<file path="config.mk">
export PLATFORM = sky130hd
export DESIGN_NAME = branch_target_buffer
export DESIGN_NICKNAME = d
export VERILOG_FILES = /design/src/rtl/bp_pkg.sv /design/src/rtl/sat_counter2.sv /design/src/rtl/branch_target_buffer.sv
export SDC_FILE = /design/constraint.sdc
export NUM_CORES = 1
export LEC_CHECK = 0
export BUFFER_PORTS_ARGS = -buffer_cell sky130_fd_sc_hd__buf_2
export CORE_MARGIN = 5
export CORE_UTILIZATION = 40
export CTS_BUF_LIST = sky130_fd_sc_hd__clkbuf_4
export DETAILED_ROUTE_END_ITERATION = 12
export GPL_ROUTABILITY_DRIVEN = 0
export PLACE_DENSITY = 0.63
export SLEW_MARGIN = 10
export SYNTH_ARGS = -nofsm -noshare
export SYNTH_HDL_FRONTEND = slang
export SYNTH_SLANG_ARGS = --single-unit
</file>
<file path="constraint.sdc">
create_clock -name clk -period 8.5 [get_ports clk]
set_input_delay 0.425 -clock clk [delete_from_list [all_inputs] [get_ports clk]]
set_output_delay 0.425 -clock clk [all_outputs]
set_load 0.1 [all_outputs]
</file>
<file path="src/rtl/bp_pkg.sv">
// Shared constants for the branch predictor: default table size and 2-bit counter encodings.
// Holds no logic, so it adds no latency and exerts no backpressure.
package bp_pkg;

    localparam int BP_IDX_W = 4;

    localparam logic [1:0] CNT_SNT = 2'd0;
    localparam logic [1:0] CNT_WNT = 2'd1;
    localparam logic [1:0] CNT_WT  = 2'd2;
    localparam logic [1:0] CNT_ST  = 2'd3;

    // New entries start weakly taken; reset leaves counters weakly not-taken.
    localparam logic [1:0] CNT_ALLOC = CNT_WT;
    localparam logic [1:0] CNT_RST   = CNT_WNT;

endpackage

</file>
<file path="src/rtl/sat_counter2.sv">
// Next-state function of a 2-bit saturating branch counter.
// Purely combinational; no backpressure.
module sat_counter2
    import bp_pkg::*;
(
    input  logic [1:0] cnt,
    input  logic       taken,
    output logic [1:0] cnt_nxt
);

    always_comb begin
        cnt_nxt = cnt;
        if (taken) begin
            if (cnt != CNT_ST) cnt_nxt = cnt + 2'd1;
        end else begin
            if (cnt != CNT_SNT) cnt_nxt = cnt - 2'd1;
        end
    end

endmodule

</file>
<file path="src/rtl/branch_target_buffer.sv">
// Direct-mapped BTB: combinational lookup on pcF registered into D, trained by resolved E-stage branches.
// Lookup latency 1 cycle; stallD holds and flushD clears the D register (flush wins); updates are never refused.
module branch_target_buffer
    import bp_pkg::*;
#(
    parameter int IDX_W = BP_IDX_W,
    parameter int CNT_W = 32
) (
    input  logic              clk,
    input  logic              rst,
    input  logic [31:0]       pcF,
    input  logic              stallD,
    input  logic              flushD,
    output logic              btb_hitD,
    output logic              btb_takeD,
    output logic [31:0]       btb_targetD,
    input  logic              upd_en,
    input  logic [31:0]       upd_pc,
    input  logic [31:0]       upd_target,
    input  logic              upd_taken,
    input  logic              upd_mispredict,
    output logic [CNT_W-1:0]  hit_cnt,
    output logic [CNT_W-1:0]  mispred_cnt
);

    localparam int ENTRIES = 1 << IDX_W;
    localparam int TAG_W   = 30 - IDX_W;

    logic [ENTRIES-1:0] valid_q;
    logic [1:0]         ctr_q [ENTRIES];
    logic [TAG_W-1:0]   tag_q [ENTRIES];
    logic [31:0]        tgt_q [ENTRIES];

    logic               hit_q, hit_d;
    logic               take_q, take_d;
    logic [31:0]        target_q, target_d;
    logic [CNT_W-1:0]   hit_cnt_q, hit_cnt_d;
    logic [CNT_W-1:0]   mispred_cnt_q, mispred_cnt_d;

    logic [IDX_W-1:0]   f_idx, u_idx;
    logic [TAG_W-1:0]   f_tag, u_tag;
    logic               f_hit, f_take;
    logic [31:0]        f_tgt;
    logic               u_hit, u_alloc, u_train, u_tgt_wr;
    logic [1:0]         u_ctr_nxt;
    logic               unused_pc_lsbs;

    assign unused_pc_lsbs = ^{pcF[1:0], upd_pc[1:0]};

    assign f_idx  = pcF[IDX_W+1:2];
    assign f_tag  = pcF[31:IDX_W+2];
    assign f_hit  = valid_q[f_idx] && (tag_q[f_idx] == f_tag);
    assign f_take = f_hit && ctr_q[f_idx][1];
    assign f_tgt  = f_hit ? tgt_q[f_idx] : 32'd0;

    assign u_idx    = upd_pc[IDX_W+1:2];
    assign u_tag    = upd_pc[31:IDX_W+2];
    assign u_hit    = valid_q[u_idx] && (tag_q[u_idx] == u_tag);
    assign u_train  = upd_en && u_hit;
    assign u_alloc  = upd_en && !u_hit && upd_taken;
    // A taken outcome writes the target whether it trains an entry or allocates one.
    assign u_tgt_wr = upd_en && upd_taken;

    sat_counter2 u_ctr (
        .cnt     (ctr_q[u_idx]),
        .taken   (upd_taken),
        .cnt_nxt (u_ctr_nxt)
    );

    always_comb begin
        hit_d         = hit_q;
        take_d        = take_q;
        target_d      = target_q;
        hit_cnt_d     = hit_cnt_q;
        mispred_cnt_d = mispred_cnt_q;
        if (flushD) begin
            hit_d    = 1'b0;
            take_d   = 1'b0;
            target_d = 32'd0;
        end else if (!stallD) begin
            hit_d    = f_hit;
            take_d   = f_take;
            target_d = f_tgt;
            if (f_hit && (hit_cnt_q != '1)) hit_cnt_d = hit_cnt_q + CNT_W'(1);
        end
        if (upd_en && upd_mispredict && (mispred_cnt_q != '1))
            mispred_cnt_d = mispred_cnt_q + CNT_W'(1);
    end

    always_ff @(posedge clk or posedge rst) begin
        if (rst) begin
            hit_q         <= 1'b0;
            take_q        <= 1'b0;
            target_q      <= 32'd0;
            hit_cnt_q     <= '0;
            mispred_cnt_q <= '0;
        end else begin
            hit_q         <= hit_d;
            take_q        <= take_d;
            target_q      <= target_d;
            hit_cnt_q     <= hit_cnt_d;
            mispred_cnt_q <= mispred_cnt_d;
        end
    end

    always_ff @(posedge clk or posedge rst) begin
        if (rst) begin
            valid_q <= '0;
            for (int i = 0; i < ENTRIES; i++) ctr_q[i] <= CNT_RST;
        end else if (u_alloc) begin
            valid_q[u_idx] <= 1'b1;
            ctr_q[u_idx]   <= CNT_ALLOC;
        end else if (u_train) begin
            ctr_q[u_idx]   <= u_ctr_nxt;
        end
    end

    // Tag/target carry no reset; the rst gate keeps an update coincident with reset from landing.
    always_ff @(posedge clk) begin
        if (!rst) begin
            if (u_alloc)  tag_q[u_idx] <= u_tag;
            if (u_tgt_wr) tgt_q[u_idx] <= upd_target;
        end
    end

    assign btb_hitD    = hit_q;
    assign btb_takeD   = take_q;
    assign btb_targetD = target_q;
    assign hit_cnt     = hit_cnt_q;
    assign mispred_cnt = mispred_cnt_q;

endmodule

</file>
==> impl_summary.md, run 1 <==
Timing
Across the routed clock network, the largest skew measured is between 0.15 and 0.2 ns. The number of endpoints with negative hold slack in the final report came to 0. Setup repair after global routing left no endpoint under its margin. The final setup TNS is 0 ns. The number of max-slew violations in the final report was 0. The worst path needs approximately 5.1 ns of the cycle, external delays included. For the pin with the worst max-slew slack, the measured transition is ~1.3 ns. The worst pin sits at a relative slew slack of 9.850%. The final critical path takes up 59.66% of the cycle. The final hold slack is ~0.17 ns. The count of endpoints failing setup in the final report is 0. The fmax is approximately 200 MHz.

Global route
The aggregate global-route resource usage is 19.94%. The largest net degree at the start of global routing is between 90 and 100. The via count of the first global-routing pass is between 20k and 30k. The wire length of the first global-routing pass is approximately 180 mm. The number of antenna violations at the first check in global routing came to 17. For this run the aggregate overflow at the end of global routing stands at 0.

Drt
The via count normalized by instance count is ~5.7. The length of the first detailed-routing pass in iterations is 5. After the first detailed-routing iteration, the DRC count stood at approximately 2.5k. The routed wire length is approximately 120 mm. After detailed routing, the number of remaining DRC violations is 0. The mean routed wirelength per cell is roughly 27 um. Once detail routing completed, the nets flagged for antenna violations numbered 0. Across all layers, the routed design uses between 20k and 30k vias.

Setup path
The category of the critical setup timing path is reg2reg. Counting both buffers and inverters, the worst setup path holds a total of 2. STA classifies the critical path startpoint as a flop. On the critical path the largest part of the delay comes from simple AND/OR/NAND/NOR gates. The worst reg2reg path depth is 10. For the worst setup path, the data required time is 9.26 ns. For this design, the slowest cell found on the critical path is nor3_2. The capturing element type of the critical path is a flop. The capture point of the worst reg-to-reg path is tag_q[10][21].

The maximum fanout along the worst path is 32. Data on the critical path arrives at its endpoint at 5.83 ns. The startpoint of the worst register-to-register path is valid_q[12]. Setup slack on the worst reg-to-reg path comes out at between 3 and 4 ns. The stage delay of the slowest cell on the critical path is 1.11 ns. Traced cell by cell, the critical path runs through mux4_2, mux2i_1, and4b_1, nor4_1, nor4_1, nand2_1, nor3_4, buf_4, nor3_2, buf_4.

Final layout
The final layout contains between 2k and 3k nets. The non-filler instance count after layout is 4576. Leaving out fill and tap cells, the most frequent cell in the layout is edfxtp_1. In the layout the commonest cells are 928 x edfxtp_1, 424 x clkbuf_4, 376 x mux4_2, 189 x buf_2, 130 x dfrtp_1. The number of inserted filler cells in the final layout is about 10k.

The signed area change from the synthesized netlist to the final layout is 15.04%. The fraction of layout instances using a drive strength above 1 is between 30% and 40%.

Placed design
The count of buffers added on input and output ports is roughly 200. Detailed placement ended at an HPWL of 67.72 mm. Once placement completed, the tool counted placed cells totaling around 4.0k.

Floorplan
The initial core utilization is 40.13%. The standard cell core area is 115900 um2. In this run the vertical extent of the chip is 351.0 um. The die covers approximately 120000 um2. The total I/O pin count is roughly 200. The number of cell rows is 125.

The horizontal extent of the die is about 350 um.

CTS
The later pin in the worst-skew pair is clocked with a latency of about 1.2 ns. The root buffer cell chosen for the clock tree is clkbuf_4. The clock-pin slew reported for the worst setup and hold paths after clock tree synthesis is 0.07 ns.

Counting every sink on the clock net gives between 1k and 1.5k. The maximum level of the CTS H-tree is 5. The maximum clock insertion buffer count is 4. TritonCTS built the clock tree. Buffers inserted during clock tree synthesis total 300.

Yosys
The number of unique standard cell types used by synthesis is 70. The most common flop cell mapped by yosys is edfxtp_1. The top cell type by total area after synthesis is edfxtp_1.

The number of synthesized register bits is 1074. The fraction of the yosys area taken by sequential cells is between 60% and 70%. The synthesized design devotes to its leading area cell type between 50% and 60% of total area. The fraction of registers with async set or reset after synthesis is around 14%.

The post-synthesis net count is about 2.5k. The synthesis warning total is 0. The cell area after technology mapping is 46510 um2. The number of cells produced by synthesis is 2377. The post-synthesis average cell area is slightly below 20 um2. The count of flip-flops with a built-in enable after synthesis is between 900 and 1k. Sorting the synthesized cells by area gives the leading types as edfxtp_1 60%, mux4_2 18%, dfrtp_1 7.0%.

Run
The reported max-cap violation count is 0.

Min path
Counting instances, the worst hold path has a depth of 2. The startpoint of the tightest hold check path is upd_target[10]. The hold-critical path endpoint is tgt_q[8][10].

The path type of the worst min-delay path is in2reg.

Run status
The run finished with clean final reports.

Pwr
VDD sags by at most between 100 and 150 uV. Summed over all cells, the static leakage comes to 18.47 nW. Dividing total power by cell area gives a power density of between 200 and 250 nW/um2.
-- synth_stat cells (all sizes together) (5+ instances only) --
cell type / n
buf: 95
nand2b: 14
a221oi: 9
xnor2: 66
and2: 6
nor3: 38
a22oi: 11
or2: 6
nor2b: 17
clkbuf: 46
and3: 21
dfrtp: 130
nor4b: 5
dfstp: 16
nor2: 50
nand4: 16
nand2: 92
nor4: 28
a22o: 50
edfxtp: 928
nand3: 18
and4: 7
o221ai: 9
or4: 5
a21oi: 44
mux2: 28
mux2i: 84
mux4: 376
o22ai: 15
a211oi: 8
xor2: 62
o21bai: 17
inv: 20
-- through the flow --
stage | cell area [um2] | util (%) | power, W | worst slack [ns]
3_3_place_gp | 49330 | 42.57 | 0.006845 | 2.629
6_report | 53500 | 46.16 | 0.01117 | 3.429
4_1_cts | 53470 | 46.14 | 0.01132 | 3.473
5_1_grt | 53480 | 46.15 | 0.01167 | 3.299
2_1_floorplan | 46510 | - | 0.006582 | 1.795
3_5_place_dp | 49330 | 42.57 | 0.006872 | 2.620
-- repair_timing --
action                                  4_1_cts  5_1_grt
hold buffers                                 68        0
gates resized for setup                       0        0
endpoints found under the setup margin        0        0
buffers inserted                              0        0
hold endpoints to repair                   1145        0
-- layout make-up --
type / count / area (um2) / share of cell area, %
multi-input cells: 1142 / 14340 / 26.81
clock inverters: 57 / 272.8 / 0.5098
inverters: 20 / 80.08 / 0.1497
well taps: 1524 / 1907 / 3.564
clock buffers: 424 / 3183 / 5.949
flip-flops and latches: 1074 / 31540 / 58.95
diodes: 13 / 32.53 / 0.06080
repair buffers: 322 / 2145 / 4.008
-- power breakdown --
group | internal [W] | switching [W]
combinational | 0.000370 | 0.000553
sequential | 0.00581 | 0.0000560
clock | 0.00233 | 0.00206
total | 0.00850 | 0.00267
-- worst register-to-register path, cell delays in order (launching register included) --
cell,delay [ns]
dfrtp_1,0.41
mux4_2,0.46
mux2i_1,0.39
and4b_1,0.26
nor4_1,0.83
nor4_1,0.16
nand2_1,0.25
nor3_4,0.06
buf_4,0.29
nor3_2,1.13
buf_4,0.45
-- kinds of logic after synthesis --
| group | synth area share (%) |
|---|---|
| AO/OA/AOI/OAI | 3.005 |
| XOR/XNOR | 2.411 |
| adder cells (fa/ha/maj) | 0.09685 |
| buffers and inverters | 1.824 |
| flip-flops | 67.82 |
| multiplexers | 20.69 |
| AND/OR/NAND/NOR | 4.149 |
-- state kept, by name, summed over array words and instances (netlist names) --
name         flops
tgt_q          512
hit_cnt         32
btb_takeD        1
tag_q          416
ctr_q           32
valid_q         16
mispred_cnt     32
btb_hitD         1
btb_targetD     32
-- worst max-delay path by stage --
| stage | startpoint | endpoint | depth (start not counted) |
|---|---|---|---|
| 2_1_floorplan | rst | tag_q[11][0] | 4 |
| 3_3_place_gp | upd_pc[2] | tag_q[10][17] | 11 |
| 3_5_place_dp | upd_pc[2] | tag_q[10][7] | 10 |
| 4_1_cts | valid_q[12] | tag_q[10][21] | 10 |
| 5_1_grt | valid_q[12] | tag_q[10][21] | 10 |
| 6_report | valid_q[12] | tag_q[10][21] | 10 |
-- layer usage --
metal	wire (um)	vias to the layer above	track usage (%)
li1	-	11020	-
met1	49010	13770	25.91
met2	60570	1181	32.70
met3	10140	233	5.348
met4	3406	6	6.860
met5	41	-	0.2747
No activity file was read; power rests on OpenSTA's default activity.
==> inputs of run 2 (changes only) <==
- clock period: 8.5 -> 4.95 ns (I/O delays scaled with it)
==> impl_summary.md, run 2 (same netlist as run 1, synthesis figures left out) <==
Final layout
In the final layout, the registers with the most flip-flops are tgt_q (512), tag_q (416). The area growth from synthesis to layout is 17.32%. The footprint of the flip-flops and latches was 31540 um2 (unchanged). The number of flip-flops under the largest register name is 512 (unchanged). The design area is 54560 um2 (+2.0%). Counting flops per register, the top entry is tgt_q.

The net count reported at finish is 3048 (+2.8%). The fraction of layout instances using a drive strength above 1 came to 38.62% (+0.054 points). The area of combinational cells with multiple inputs was 14340 um2 (unchanged).

Leaving out fill and tap cells, the most frequent cell in the layout is edfxtp_1. In the layout the commonest cells are 928 x edfxtp_1, 435 x clkbuf_4, 376 x mux4_2, 189 x buf_2. The number of inserted filler cells in the final layout is 9712 (-0.59%).

Placed design
The number of port buffers came to 196 (unchanged). The placed wire-length estimate is 68.93 mm (+1.8%). The standard cell area after detailed placement was 49760 um2 (+0.88%).

Setup path
The critical path data required time was 6.08 ns (-3.18 ns). STA classifies the critical path startpoint as a flop. The maximum fanout along the worst path is 34 (+6.3%).

The worst setup path is of the reg2reg kind. The capturing element type of the critical path is a flop. The worst path arrival time was 5.16 ns (-0.67 ns).

CTS
The number of buffers inserted during clock tree synthesis was 300 (unchanged). The maximum clock insertion buffer count is 4 (unchanged). The cell sitting at the root of the clock tree is a clkbuf_4. The number of gates given a new drive strength after cts is 0 (unchanged). The maximum level of the CTS H-tree is 5 (unchanged). The later-pin clock latency in the skew report is 1.21 ns (about the same).

The number of sinks handled by clock tree synthesis is 1074 (unchanged). The total setup buffers inserted after CTS was 0 (unchanged). The clock-pin slew reported for the worst setup and hold paths after clock tree synthesis is 0.07 ns (about the same). TritonCTS built the clock tree.

Timing
The transition at the pin with the smallest max-transition slack is 1.138 ns (-0.2072 ns). The final setup TNS was 0 ns (unchanged). The final critical-path required period came to 4.027 ns (-1.044 ns).

The post-route clock period utilization came to 81.35% (+22 points). The final worst clock skew was 0.1310 ns (-0.04692 ns). The number of max-slew violations in the final report is 0 (unchanged). Setup repair after global routing left no endpoint under its margin.

The number of endpoints with negative hold slack in the final report was 0 (unchanged). The fmax is 248.3 MHz (+26%). The headroom to the max-slew limit is 23.87% (+14 points). The count of endpoints failing setup in the final report was 0 (unchanged).

Drt
The DRC violation count after routing came to 0 (unchanged). The remaining antenna violation count was 0 (unchanged). The routed wire length came to 125.6 mm (+1.9%). The length of the first detailed-routing pass in iterations is 5 (unchanged). The via count normalized by instance count is 5.771 (+0.74%). The routed via count is 26.90k (+2.6%).

The violation count after the first detailed-route iteration is 2685 (+5.7%). The mean routed wirelength per cell was 26.94 um (about the same).

Global route
The aggregate global-route resource usage is 20.27% (+0.33 points). The number of antenna violations at the first check in global routing is 12 (-5). The total grt overflow is 0 (unchanged).

The largest net degree at the start of global routing is 134 (+38%). The wire length of the first global-routing pass is 184.5 mm (+2.3%). The via count of the first global-routing pass is 28.43k (+2.1%).

Pwr
The power density relative to cell area came to 353.8 nW/um2 (+69%). The leakage power of the design is 18.92 nW (+2.5%). The peak ir drop on the vdd network is 293.2 uV (+120%).

Run status
The run finished with clean final reports.

Floorplan
The die height is 351.0 um (unchanged). The initial core utilization came to 40.13% (unchanged). The horizontal extent of the die is 351.0 um (unchanged). The overall die area was 123200 um2 (unchanged). The standard cell core area is 115900 um2 (unchanged). The total I/O pin count is 201 (unchanged). The number of cell rows is 125 (unchanged).

Run
The reported max-cap violation count came to 0 (unchanged).

Min path
The tightest min-delay check is of the in2reg type.
==> run 2: final cells by class <==
cell class              instances  share of cell area, %
clock buffers                 435                  5.985
multi-input cells            1142                  26.28
flip-flops and latches       1074                  57.81
diodes                          9                0.04128
repair buffers                405                  5.861
clock inverters                52                 0.3807
inverters                      20                 0.1445
well taps                    1524                  3.495
==> run 2: report_power, final <==
group          internal (W)  switching [W]  leakage, nW
registers           0.00997      0.0000951         10.2
logic              0.000684       0.000973         6.59
clock network       0.00399        0.00359         2.12
==> run 2: what timing repair did <==
item                       4_1_cts  5_1_grt
setup endpoints to repair        0        0
hold endpoints to repair      1224        0
hold buffers                   130        0
==> run 2: metal layers <==
layer,part of all wire [%],global-route usage [%]
met5,0.072,0
met4,3.0,7.490
met2,50,33.52
met1,40,26.91
met3,7.5,3.942
==> run 2: path summary, 6_finish.rpt <==
path	endpoint	depth (start not counted)	slack [ns]	startpoint
max in group asynchronous	btb_takeD	5	3.50	rst
max reg2reg	btb_targetD[20]	11	0.92	tag_q[13][19]
min in group asynchronous	hit_cnt[9]	4	0.26	rst
max	btb_targetD[20]	11	0.92	tag_q[13][19]
min	hit_cnt[2]	7	0.13	pcF[7]
min reg2reg	mispred_cnt[31]	1	0.49	mispred_cnt[31]
==> run 2: critical path, stage by stage, from the launching register on <==
cell	delay, ns
edfxtp_1	0.39
mux4_2	0.48
nor2b_1	0.17
nor4_1	0.07
nor3_1	0.46
a32oi_1	0.32
nor4_1	0.37
nand4_1	0.44
nor2_4	0.28
buf_12	0.28
a22o_1	0.16
dlygate4sd3_1	0.53
==> run 2: through the flow <==
step / setup WS (ns) / hold WS, ns / std cells / utilization [%] / power, W
floorplan: 0.1502 / 0.3464 / 2377 / - / 0.01130
detailed placement: 0.5983 / 0.3097 / 4035 / 42.94 / 0.01183
global placement: 0.6350 / 0.2894 / 4035 / 42.94 / 0.01178
global route: 0.6444 / 0.06591 / 4658 / 47.07 / 0.02014
CTS: 0.9004 / 0.004744 / 4652 / 47.06 / 0.01956
finish: 0.9230 / 0.1267 / 4661 / 47.08 / 0.01931
